`src/rtl/input_port_pkg.sv`:
```
`default_nettype none
// Shared definitions for the tiny16 input port: handshake states and status-word layout.
package input_port_pkg;

  typedef enum logic [1:0] {
    HS_IDLE    = 2'd0,
    HS_CAPTURE = 2'd1,
    HS_WAIT_LO = 2'd2
  } hs_state_t;

  // Flag positions are counted down from the MSB so the layout scales with WIDTH.
  localparam int STAT_EMPTY_POS  = 1;
  localparam int STAT_FULL_POS   = 2;
  localparam int STAT_UFLOW_POS  = 3;
  localparam int STAT_COUNT_BITS = 3;

endpackage
`default_nettype wire

```
`src/rtl/input_port_sync_fifo.sv`:
```
`default_nettype none
// Single-clock FIFO holding words accepted from the producer until the CPU reads them.
module input_port_sync_fifo #(
  parameter int WIDTH = 16,
  parameter int DEPTH = 4,
  localparam int CW = $clog2(DEPTH + 1)
) (
  input  logic             clk,
  input  logic             rst,
  input  logic             push,
  input  logic             pop,
  input  logic [WIDTH-1:0] wdata,
  output logic [WIDTH-1:0] rdata,
  output logic             full,
  output logic             empty,
  output logic [CW-1:0]    count
);

  localparam int AW = $clog2(DEPTH);

  logic [WIDTH-1:0] mem [DEPTH];
  logic [AW-1:0]    wr_ptr;
  logic [AW-1:0]    rd_ptr;
  logic             do_push;
  logic             do_pop;

  assign full    = (count == CW'(DEPTH));
  assign empty   = (count == '0);
  assign do_push = push && !full;
  assign do_pop  = pop && !empty;
  assign rdata   = mem[rd_ptr];

  // DEPTH is a power of two, so the pointers wrap by natural overflow.
  always_ff @(posedge clk or negedge rst) begin
    if (!rst) begin
      wr_ptr <= '0;
      rd_ptr <= '0;
      count  <= '0;
    end else begin
      if (do_push) wr_ptr <= wr_ptr + 1'b1;
      if (do_pop)  rd_ptr <= rd_ptr + 1'b1;
      case ({do_push, do_pop})
        2'b10:   count <= count + 1'b1;
        2'b01:   count <= count - 1'b1;
        default: count <= count;
      endcase
    end
  end

  always_ff @(posedge clk) begin
    if (do_push) mem[wr_ptr] <= wdata;
  end

endmodule
`default_nettype wire

```
`src/rtl/input_port.sv`:
```
`default_nettype none
// tiny16 input peripheral: 4-phase req/ack capture into a FIFO, read back over the CPU bus.
module input_port
  import input_port_pkg::*;
#(
  parameter int WIDTH       = 16,
  parameter int DEPTH       = 4,
  parameter int SYNC_STAGES = 2
) (
  input  logic             clk,
  input  logic             rst,
  input  logic             ext_req,
  input  logic [WIDTH-1:0] ext_data,
  output logic             ext_ack,
  input  logic             out_en,
  input  logic             stat_en,
  output logic [WIDTH-1:0] out,
  output logic             irq
);

  localparam int CW = $clog2(DEPTH + 1);

  logic [SYNC_STAGES-1:0] req_sync;
  logic                   req_s;
  hs_state_t              state;
  logic                   push;
  logic                   pop;
  logic                   full;
  logic                   empty;
  logic                   empty_next;
  logic [WIDTH-1:0]       head;
  logic [CW-1:0]          count;
  logic                   underflow;
  logic [WIDTH-1:0]       status;

  always_ff @(posedge clk or negedge rst) begin
    if (!rst) req_sync <= '0;
    else      req_sync <= {req_sync[SYNC_STAGES-2:0], ext_req};
  end

  assign req_s = req_sync[SYNC_STAGES-1];

  // The word is written and acked on the edge that enters CAPTURE, giving SYNC_STAGES+1 edges req->ack.
  assign push = (state == HS_IDLE) && req_s && !full;
  assign pop  = out_en && !stat_en && !empty;

  always_ff @(posedge clk or negedge rst) begin
    if (!rst) begin
      state   <= HS_IDLE;
      ext_ack <= 1'b0;
    end else begin
      case (state)
        HS_IDLE: begin
          if (push) begin
            state   <= HS_CAPTURE;
            ext_ack <= 1'b1;
          end
        end
        HS_CAPTURE: state <= HS_WAIT_LO;
        HS_WAIT_LO: begin
          if (!req_s) begin
            state   <= HS_IDLE;
            ext_ack <= 1'b0;
          end
        end
        default: begin
          state   <= HS_IDLE;
          ext_ack <= 1'b0;
        end
      endcase
    end
  end

  input_port_sync_fifo #(
    .WIDTH (WIDTH),
    .DEPTH (DEPTH)
  ) u_fifo (
    .clk   (clk),
    .rst   (rst),
    .push  (push),
    .pop   (pop),
    .wdata (ext_data),
    .rdata (head),
    .full  (full),
    .empty (empty),
    .count (count)
  );

  assign empty_next = !push && ((count == '0) || ((count == CW'(1)) && pop));

  always_ff @(posedge clk or negedge rst) begin
    if (!rst) begin
      underflow <= 1'b0;
      irq       <= 1'b0;
    end else begin
      if (stat_en)                underflow <= 1'b0;
      else if (out_en && empty)   underflow <= 1'b1;
      irq <= !empty_next;
    end
  end

  always_comb begin
    status                            = '0;
    status[WIDTH-STAT_EMPTY_POS]      = empty;
    status[WIDTH-STAT_FULL_POS]       = full;
    status[WIDTH-STAT_UFLOW_POS]      = underflow;
    status[STAT_COUNT_BITS-1:0]       = STAT_COUNT_BITS'(count);
  end

  always_comb begin
    out = '0;
    if (stat_en)               out = status;
    else if (out_en && !empty) out = head;
  end

endmodule
`default_nettype wire

```
`config.mk`:
```
export PLATFORM = sky130hd
export DESIGN_NAME = input_port
export DESIGN_NICKNAME = d
export VERILOG_FILES = /design/src/rtl/input_port_pkg.sv /design/src/rtl/input_port_sync_fifo.sv /design/src/rtl/input_port.sv
export SDC_FILE = /design/constraint.sdc
export NUM_CORES = 1
export LEC_CHECK = 0
export CAP_MARGIN = 25
export CORE_ASPECT_RATIO = 1.1
export CORE_MARGIN = 4
export CORE_UTILIZATION = 49
export CTS_BUF_LIST = sky130_fd_sc_hd__clkbuf_16
export DETAILED_ROUTE_END_ITERATION = 10
export PLACE_DENSITY = 0.79
export SKIP_CTS_REPAIR_TIMING = 1
export SLEW_MARGIN = 25
export SYNTH_ARGS = -nofsm -noshare
export SYNTH_HDL_FRONTEND = slang
export SYNTH_SLANG_ARGS = --single-unit
```
`constraint.sdc`:
```
create_clock -name clk -period 2 [get_ports clk]
set_clock_uncertainty 0.15 [all_clocks]
set_input_delay 0.2 -clock clk [delete_from_list [all_inputs] [get_ports clk]]
set_output_delay 0.2 -clock clk [all_outputs]
set_load 0.02 [all_outputs]
```
==> impl_metrics.py, run 1 <==
metrics = {
    "routing": {
        "postRouteAntennaNets": 0,
        "dr.pass1.iters": 4,
        "drc": 0,
        "routed_via_density": 5.511,
        "via_count": 1747,
        "drtIter0Drc": 106,
        "wirelength_um": 6442,
        "wl_per_cell_um": 20.32,
    },
    "global_routing": {
        "antenna_found_initial": 0,
        "grt.total_usage": 0.1695,
        "grt_pass1_wl_um": 9804,
        "grt_max_degree": 19,
        "first_global_vias": 1783,
        "grt-ovfl-total": 0,
    },
    "logic_synthesis": {
        "synth_nets": 192,
        "synth_common_cells": "edfxtp_1 (64), dfrtp_1 (14), and3_1 (10)",
        "synthCells": 162,
        "yosysWarnings": 0,
        "yosysTopAreaCellShare": 0.6040,
        "post-synth-top-count-cell": "edfxtp_1",
        "synthArstFlopShare": 0.1795,
        "yosysSeqAreaShare": 0.7141,
        "synth.avg_cell_area_um2": 19.64,
        "synth_top_cells_by_area": "edfxtp_1 (60%), dfrtp_1 (11%), mux4_1 (6.6%), mux4_2 (5.7%), ha_1 (3.5%)",
        "ys_types": 28,
        "yosysTopAreaCell": "edfxtp_1",
        "synthFlopType": "edfxtp_1",
        "netlist_area_um2": 3182,
        "ys_seq_elements": 78,
        "synth_enable_flop_cells": 64,
    },
    "die": {
        "die_h_um": 92.52,
        "core_um2": 6231,
        "dieArea_um2": 7848,
        "die_w_um": 84.83,
        "pin_count": 39,
        "start_util": 0.5106,
        "fp-row-count": 30,
    },
    "finish": {
        "seqCellArea_um2": 2273,
        "n_antenna_cell": 0,
        "drive_above_1_share": 0.3713,
        "areaGrowthSynthToFinish_pct": 34.21,
        "fin_nets": 262,
        "stdcell_count": 317,
        "fillers": 449,
        "multiInputGateArea_um2": 867.1,
    },
    "sta": {
        "hold_viol_final": 0,
        "slew_violations": 0,
        "maxSlewHeadroom": 0.7585,
        "setup_viol": 16,
        "fin_crit_sh": 1.093,
        "layout_min_cycle_time_ns": 2.186,
        "max_freq_mhz": 457.5,
        "setup_ws_ns": -0.1856,
        "grt_setup_unrepaired": "true",
        "tightest_slew_ns": 0.3612,
    },
    "clock_tree": {
        "clock_sinks": 78,
        "cts_tree": "built",
        "cts-buffers-inserted": 9,
        "cts.path.max_buffers": 2,
        "htreeDepth": 3,
        "cts-root-buf": "clkbuf_16",
        "clk_pin_slew_ns": 0.06,
        "clkLatencyLatePin_ns": 0.32,
    },
    "power_and_ir_drop": {
        "ir_drop_mv": 0.6802,
        "power.total_mw": 6.392,
        "power.density_nw_per_um2": 1497,
        "power.leakage_nw": 1.632,
    },
    "worst_setup_path": {
        "required_ns": 1.65,
        "cp-end-kind": "output pin",
        "cp-start-kind": "flop",
        "critPathMaxFanout": 9,
        "worstSetupPathType": "reg2out",
        "crit_arrival_ns": 1.84,
    },
    "worst_hold_path": {
        "hp-class": "in2async",
    },
    "placement": {
        "numPlacedInstances": 298,
        "hpwl_um": 3954,
        "portBuffers": 38,
        "place_congestion": 0.7713,
    },
    "run_status": {
        "violations": "negative setup slack",
        "outcome": "complete, but fails checks",
    },
    "job": {
        "max_cap_violations": 0,
    },
}
worst max-delay path, cell delays in order, from the launching register on:
cell and delay (ns):
dfrtp_2 0.42, clkbuf_16 0.19, mux4_2 0.52, a22o_1 0.22
buf_2 0.16
cells by family (layout without fill, tap and decap cells):
group	after synthesis	in the layout	share of synthesized area
xor+xnor	6	6	0.01652
buf+inv	14	89	0.02516
flops	78	78	0.7141
compound gates	11	11	0.03067
simple gates	25	25	0.04562
fa+ha+maj	9	9	0.03539
mux	19	19	0.1325
cells in the final DEF (no fill, tap or decap), types with 3 or more instances in the layout:
| cell type | instances |
|---|---|
| edfxtp_1 | 64 |
| clkdlybuf4s50_1 | 22 |
| buf_4 | 15 |
| dfrtp_1 | 13 |
| buf_6 | 13 |
| mux4_2 | 12 |
| clkbuf_16 | 10 |
| buf_2 | 8 |
| and3_1 | 7 |
| ha_1 | 7 |
| and2_4 | 5 |
| a22o_1 | 5 |
| clkbuf_2 | 5 |
| mux4_1 | 4 |
| xnor2_1 | 4 |
| bufinv_16 | 4 |
| buf_12 | 4 |
| inv_2 | 3 |
| and3_4 | 3 |
cell type report:
type	count	share of cell area
sequential	78	0.5324
tap	80	0.02344
clock buffer	9	0.05274
clock inverter	7	0.03194
timing repair buffer	68	0.1521
inverter	5	0.004395
multi-input combinational	70	0.2030
per-layer routing:
layer  GRT usage  share of wire
met1      0.2123           0.42
met2      0.2833           0.52
met3     0.04982          0.045
met4     0.05541         0.0085
met5           0              0
worst paths after layout:
path                                              start                      endpoint  slack [ns]  depth (start not counted)
max reg2reg                 u_fifo.count[1]$_DFFE_PN0P_   u_fifo.count[2]$_DFFE_PN0P_        0.09                          9
min in group clk                                ext_req         req_sync[0]$_DFF_PN0_        0.17                          1
min reg2reg                       req_sync[0]$_DFF_PN0_         req_sync[1]$_DFF_PN0_        0.20                          0
min                                                 rst  u_fifo.wr_ptr[0]$_DFFE_PN0P_       0.004                          1
max                        u_fifo.rd_ptr[0]$_DFFE_PN0P_                        out[1]       -0.19                          4
max in group asynchronous                           rst  u_fifo.rd_ptr[0]$_DFFE_PN0P_        1.24                          2
power by group:
group | internal (mW) | total (mW) | switching (mW)
Combinational | 1.17 | 2.20 | 1.03
Clock | 1.34 | 1.94 | 0.605
Sequential | 2.11 | 2.24 | 0.138
flip-flops by register name (all words and copies together), names as in the netlist:
signal and cells:
u_fifo.wr_ptr 2, req_sync 2, state 2, ext_ack 1, u_fifo.count 3, u_fifo.mem 64
u_fifo.rd_ptr 2, irq 1, underflow 1
through the flow:
step | setup TNS, ns | setup WS, ns | cell area [um^2] | hold slack [ns] | utilization
final | -2.174 | -0.1856 | 4270 | 0.003728 | 0.6853
after global routing | -3.219 | -0.2316 | 4270 | 0.03509 | 0.6853
after CTS | -8.892 | -0.6051 | 4220 | 0.01381 | 0.6773
after detailed placement | -4.055 | -0.2834 | 3859 | 0.1862 | 0.6193
after global placement | -3.618 | -0.2632 | 3859 | 0.1847 | 0.6193
after floorplan | 0 | 0.02822 | 3187 | -0.2456 | -
Note: power is estimated with default switching activity, not from simulation.
==> run 2: changes to the inputs <==
Settings changed: CORE_UTILIZATION 49 to 45, PLACE_DENSITY 0.79 to 0.74.
==> run 2 against run 1 <==
  * The run still ends with negative setup slack left
  * Sequential cell count did not move
  * Setup slack got worse by 0.016 ns
  * Critical endpoint is now out[14]
  * Final cell count rose by 1.9%
  * Sequential power barely moved
==> impl_metrics.py, run 2 (synthesized netlist as in run 1, its figures left out) <==
metrics = {
    "sta": {
        "maxSlewHeadroom": 0.5424,
        "slew_violations": 0,
        "layout_min_cycle_time_ns": 2.202,
        "hold_viol_final": 0,
        "tightest_slew_ns": 0.6842,
        "setup_viol": 16,
        "fin_crit_sh": 1.101,
        "setup_ws_ns": -0.2015,
        "grt_setup_unrepaired": "true",
        "max_freq_mhz": 454.2,
    },
    "worst_setup_path": {
        "r2r_cells": 7,
        "path_cells": "clkbuf_16, mux4_2, a32o_2, buf_6",
        "cp-start-kind": "flop",
        "max_stage_delay_ns": 0.50,
        "r2r_slack_ns": 0.05,
        "cp-end-kind": "output pin",
        "regToRegStartpoint": "u_fifo.count[0]$_DFFE_PN0P_",
        "worstSetupPathType": "reg2out",
        "crit_arrival_ns": 1.85,
        "crit_path_top_delay_cell": "mux4_2",
        "timing.critical_path.from": "u_fifo.rd_ptr[0]$_DFFE_PN0P_",
        "r2r_end": "u_fifo.mem[1][3]$_DFFE_PP_",
        "critPathMaxFanout": 4,
        "required_ns": 1.65,
    },
    "clock_tree": {
        "clkLatencyLatePin_ns": 0.32,
        "clk_pin_slew_ns": 0.06,
        "cts-root-buf": "clkbuf_16",
        "cts_tree": "built",
        "clock_sinks": 78,
        "cts-buffers-inserted": 9,
        "cts.path.max_buffers": 2,
        "htreeDepth": 3,
    },
    "placement": {
        "place_congestion": 0.7028,
        "hpwl_um": 4075,
        "portBuffers": 38,
        "numPlacedInstances": 300,
    },
    "power_and_ir_drop": {
        "power.density_nw_per_um2": 1463,
        "power.leakage_nw": 1.661,
        "ir_drop_mv": 0.9403,
    },
    "global_routing": {
        "grt.total_usage": 0.1587,
        "grt_pass1_wl_um": 9466,
        "grt_max_degree": 19,
        "first_global_vias": 1814,
        "grt-ovfl-total": 0,
        "antenna_found_initial": 0,
    },
    "routing": {
        "postRouteAntennaNets": 0,
        "drc": 0,
        "via_count": 1742,
        "wl_per_cell_um": 20.94,
        "routed_via_density": 5.393,
        "drtIter0Drc": 89,
        "wirelength_um": 6765,
        "dr.pass1.iters": 4,
    },
    "die": {
        "fp-row-count": 31,
        "die_w_um": 88.18,
        "pin_count": 39,
        "start_util": 0.4742,
        "core_um2": 6710,
        "dieArea_um2": 8482,
        "die_h_um": 96.19,
    },
    "finish": {
        "final_cell_mix": "edfxtp_1 (64), clkdlybuf4s50_1 (22), buf_6 (20)",
        "largest_reg_flops": 64,
        "fillers": 467,
        "top_register": "u_fifo.mem",
        "fin_util": 0.6627,
        "n_antenna_cell": 0,
        "fin_nets": 267,
        "drive_above_1_share": 0.4357,
        "areaGrowthSynthToFinish_pct": 39.76,
        "layout_commonest_cell": "edfxtp_1",
        "stdcell_count": 323,
        "reg.largest.list": "u_fifo.mem (64), u_fifo.count (3)",
    },
    "job": {
        "max_cap_violations": 0,
    },
    "worst_hold_path": {
        "hp-class": "in2async",
    },
    "run_status": {
        "violations": "negative setup slack",
        "outcome": "complete, but fails checks",
    },
}
## run 2: cell count changes in the layout (fill, tap and decap cells not counted), moves of 4 or more
cell,previous run,this run
buf_2,8,0
buf_6,13,20
buf_4,15,19
clkbuf_2,5,0
buf_12,4,8
and3_1,7,1
and3_4,3,9
## run 2: metal layers
metal  part of all wire  vias to the layer above  wire length (um)  global-route usage
met2               0.53                       53              3575              0.2731
met1               0.41                      897              2766              0.1836
met5                  0                        -                 0                   0
li1                   -                      785                 -                   -
met3              0.048                        7               324             0.04623
met4              0.015                        0                99             0.06927
## run 2: worst max path at each step
| stage | cells past startpoint | slack, ns | endpoint |
|---|---|---|---|
| 5_1_grt | 4 | -0.26 | out[14] |
| 4_1_cts | 4 | -0.62 | out[4] |
| 6_report | 4 | -0.20 | out[14] |
| 2_1_floorplan | 8 | 0.03 | u_fifo.count[2]$_DFFE_PN0P_ |
| 3_5_place_dp | 5 | -0.27 | out[13] |
| 3_3_place_gp | 5 | -0.21 | out[14] |
## run 2: cell type report
class                           count  area (um^2)  share of cell area
Sequential cell                    78         2273              0.5113
Multi-Input combinational cell     70        892.1              0.2006
Timing Repair Buffer               73        848.3              0.1908
Clock buffer                        9        225.2             0.05065
Tap cell                           82        102.6             0.02307
Clock inverter                      6        86.33             0.01941
Inverter                            5        18.77            0.004221
## run 2: critical path, delay by kind of cell (launching register included)
kind	cells	cell delay [ns]
compound gates	1	0.24
buf+inv	2	0.32
flops	1	0.47
mux	1	0.50
## run 2: stage by stage
| stage | hold slack [ns] | instance area (um^2) | setup WS (ns) | total power, mW | setup TNS [ns] |
|---|---|---|---|---|---|
| final | 0.1408 | 4447 | -0.2015 | 6.506 | -2.357 |
| after global routing | 0.1748 | 4447 | -0.2574 | 6.801 | -3.312 |
| after CTS | 0.1598 | 4223 | -0.6200 | 6.061 | -9.126 |
| after detailed placement | 0.2135 | 3911 | -0.2705 | 4.349 | -3.936 |
| after global placement | 0.1853 | 3911 | -0.2082 | 4.299 | -3.339 |
| after floorplan | -0.2456 | 3187 | 0.02822 | 3.447 | 0 |
## run 2: power breakdown
part / total (mW) / switching, mW / leakage [nW] / internal, mW
registers: 2.27 / 0.162 / 0.746 / 2.11
logic: 2.54 / 1.09 / 0.763 / 1.45
clock network: 1.70 / 0.612 / 0.152 / 1.08
==> run 3: changes to the inputs <==
Settings changed: HOLD_SLACK_MARGIN set to 0.12, MAX_ROUTING_LAYER set to met4.
==> run 3 against run 2 <==
  * The run still ends with negative setup slack left
  * Critical path depth is the same
  * Non-clock buffer count is the same
  * Final area unchanged
  * Final cell count stayed put
  * Critical path type unchanged
==> impl_metrics.py, run 3 (synthesized netlist as in run 1, its figures left out) <==
metrics = {
    "global_routing": {
        "first_global_vias": 1811,
        "use_met1": 0.1865,
        "grt_use_met3": 0.04195,
        "grt_pass1_wl_um": 9453,
        "grt.total_usage": 0.1633,
        "grt-ovfl-total": 0,
        "grt_max_degree": 19,
        "antenna_found_initial": 0,
        "met2_usage": 0.2731,
        "busiest_layer": "met2",
    },
    "worst_setup_path": {
        "required_ns": 1.65,
        "worstSetupPathType": "reg2out",
        "regToRegStartpoint": "u_fifo.count[0]$_DFFE_PN0P_",
        "cp-end-kind": "output pin",
        "cp_top_family": "multiplexers",
        "timing.critical_path.from": "u_fifo.rd_ptr[0]$_DFFE_PN0P_",
        "crit_path_end": "out[14]",
        "crit_arrival_ns": 1.85,
        "critical_path_depth": 4,
        "r2r_cells": 7,
        "r2r_slack_ns": 0.04,
        "cp-start-kind": "flop",
        "path_cells": "clkbuf_16, mux4_2, a32o_2, buf_6",
        "crit_path_top_delay_cell": "mux4_2",
        "max_stage_delay_ns": 0.50,
        "critPathMaxFanout": 4,
        "r2r_end": "u_fifo.mem[1][3]$_DFFE_PP_",
        "cp.buffers_inverters": 2,
    },
    "finish": {
        "reg.largest.list": "u_fifo.mem (64), u_fifo.count (3)",
        "layout_commonest_cell": "edfxtp_1",
        "top_register": "u_fifo.mem",
        "fin_nets": 267,
        "areaGrowthSynthToFinish_pct": 39.76,
        "final_cell_mix": "edfxtp_1 (64), clkdlybuf4s50_1 (22), buf_6 (20)",
        "n_antenna_cell": 0,
        "drive_above_1_share": 0.4357,
        "fin_util": 0.6627,
        "largest_reg_flops": 64,
    },
    "sta": {
        "setup_ws_ns": -0.2017,
        "layout_min_cycle_time_ns": 2.202,
        "hold_viol_final": 0,
        "whs_ns": 0.1354,
        "tightest_slew_ns": 0.6776,
        "max_freq_mhz": 454.2,
        "slew_violations": 0,
        "maxSlewHeadroom": 0.5469,
        "grt_setup_unrepaired": "true",
        "fin_crit_sh": 1.101,
        "setup_viol": 16,
    },
    "clock_tree": {
        "clkLatencyLatePin_ns": 0.33,
        "cts_tree": "built",
        "cts.path.max_buffers": 2,
        "htreeDepth": 3,
        "clock_sinks": 78,
        "clk_pin_slew_ns": 0.06,
        "cts-buffers-inserted": 9,
        "cts-root-buf": "clkbuf_16",
    },
    "power_and_ir_drop": {
        "power.density_nw_per_um2": 1464,
        "ir_drop_mv": 0.9405,
        "power.leakage_nw": 1.661,
        "power.total_mw": 6.510,
    },
    "run_status": {
        "outcome": "complete, but fails checks",
        "violations": "negative setup slack",
    },
    "die": {
        "start_util": 0.4742,
        "dieArea_um2": 8482,
        "pin_count": 39,
        "die_h_um": 96.19,
        "fp-row-count": 31,
        "die_w_um": 88.18,
        "core_um2": 6710,
    },
    "routing": {
        "wirelength_um": 6804,
        "postRouteAntennaNets": 0,
        "via_count": 1749,
        "drc": 0,
        "dr.pass1.iters": 4,
        "routed_via_density": 5.415,
        "wl_per_cell_um": 21.07,
        "drtIter0Drc": 94,
    },
    "job": {
        "max_cap_violations": 0,
    },
    "placement": {
        "place_congestion": 0.7106,
        "hpwl_um": 4075,
        "pre_cts_ws_ns": -0.2705,
        "portBuffers": 38,
    },
    "worst_hold_path": {
        "hp-class": "in2async",
    },
}
## run 3: worst min path at each step
stage	start	to	slack, ns
floorplan	rst	ext_ack$_DFFE_PN0P_	-0.25
global placement	req_sync[0]$_DFF_PN0_	req_sync[1]$_DFF_PN0_	0.19
detailed placement	req_sync[0]$_DFF_PN0_	req_sync[1]$_DFF_PN0_	0.21
CTS	rst	irq$_DFF_PN0_	0.16
global route	ext_req	req_sync[0]$_DFF_PN0_	0.17
finish	rst	irq$_DFF_PN0_	0.14
## run 3: cell type report
type                    count  area, um^2
flip-flops and latches     78        2273
clock buffers               9       225.2
well taps                  82       102.6
repair buffers             73       848.3
inverters                   5       18.77
fillers                   467        2263
clock inverters             6       86.33
multi-input cells          70       892.1
## run 3: worst reg2reg max path: cells and delay by family, from the launching register on
kind            cells  cell delay [ns]
fa+ha+maj           1             0.17
simple gates        1             0.19
buf+inv             4             0.53
compound gates      1             0.31
flops               1             0.34
## run 3: routing by layer
metal	vias up	share of wire
met5	-	0
met2	56	0.53
met3	8	0.055
met4	0	0.013
li1	782	-
met1	903	0.40
## run 3: per-stage QoR
step / area (um^2) / TNS (ns) / cells
after floorplan: 3187 / 0 / 162
after global placement: 3911 / -3.339 / 300
after detailed placement: 3911 / -3.936 / 300
after CTS: 4223 / -9.126 / 315
after global routing: 4447 / -3.311 / 323
final: 4447 / -2.356 / 323
## run 3: power breakdown
| group | internal (mW) | switching [mW] |
|---|---|---|
| combinational | 1.45 | 1.09 |
| clock | 1.08 | 0.616 |
| sequential | 2.11 | 0.164 |
| total | 4.64 | 1.87 |
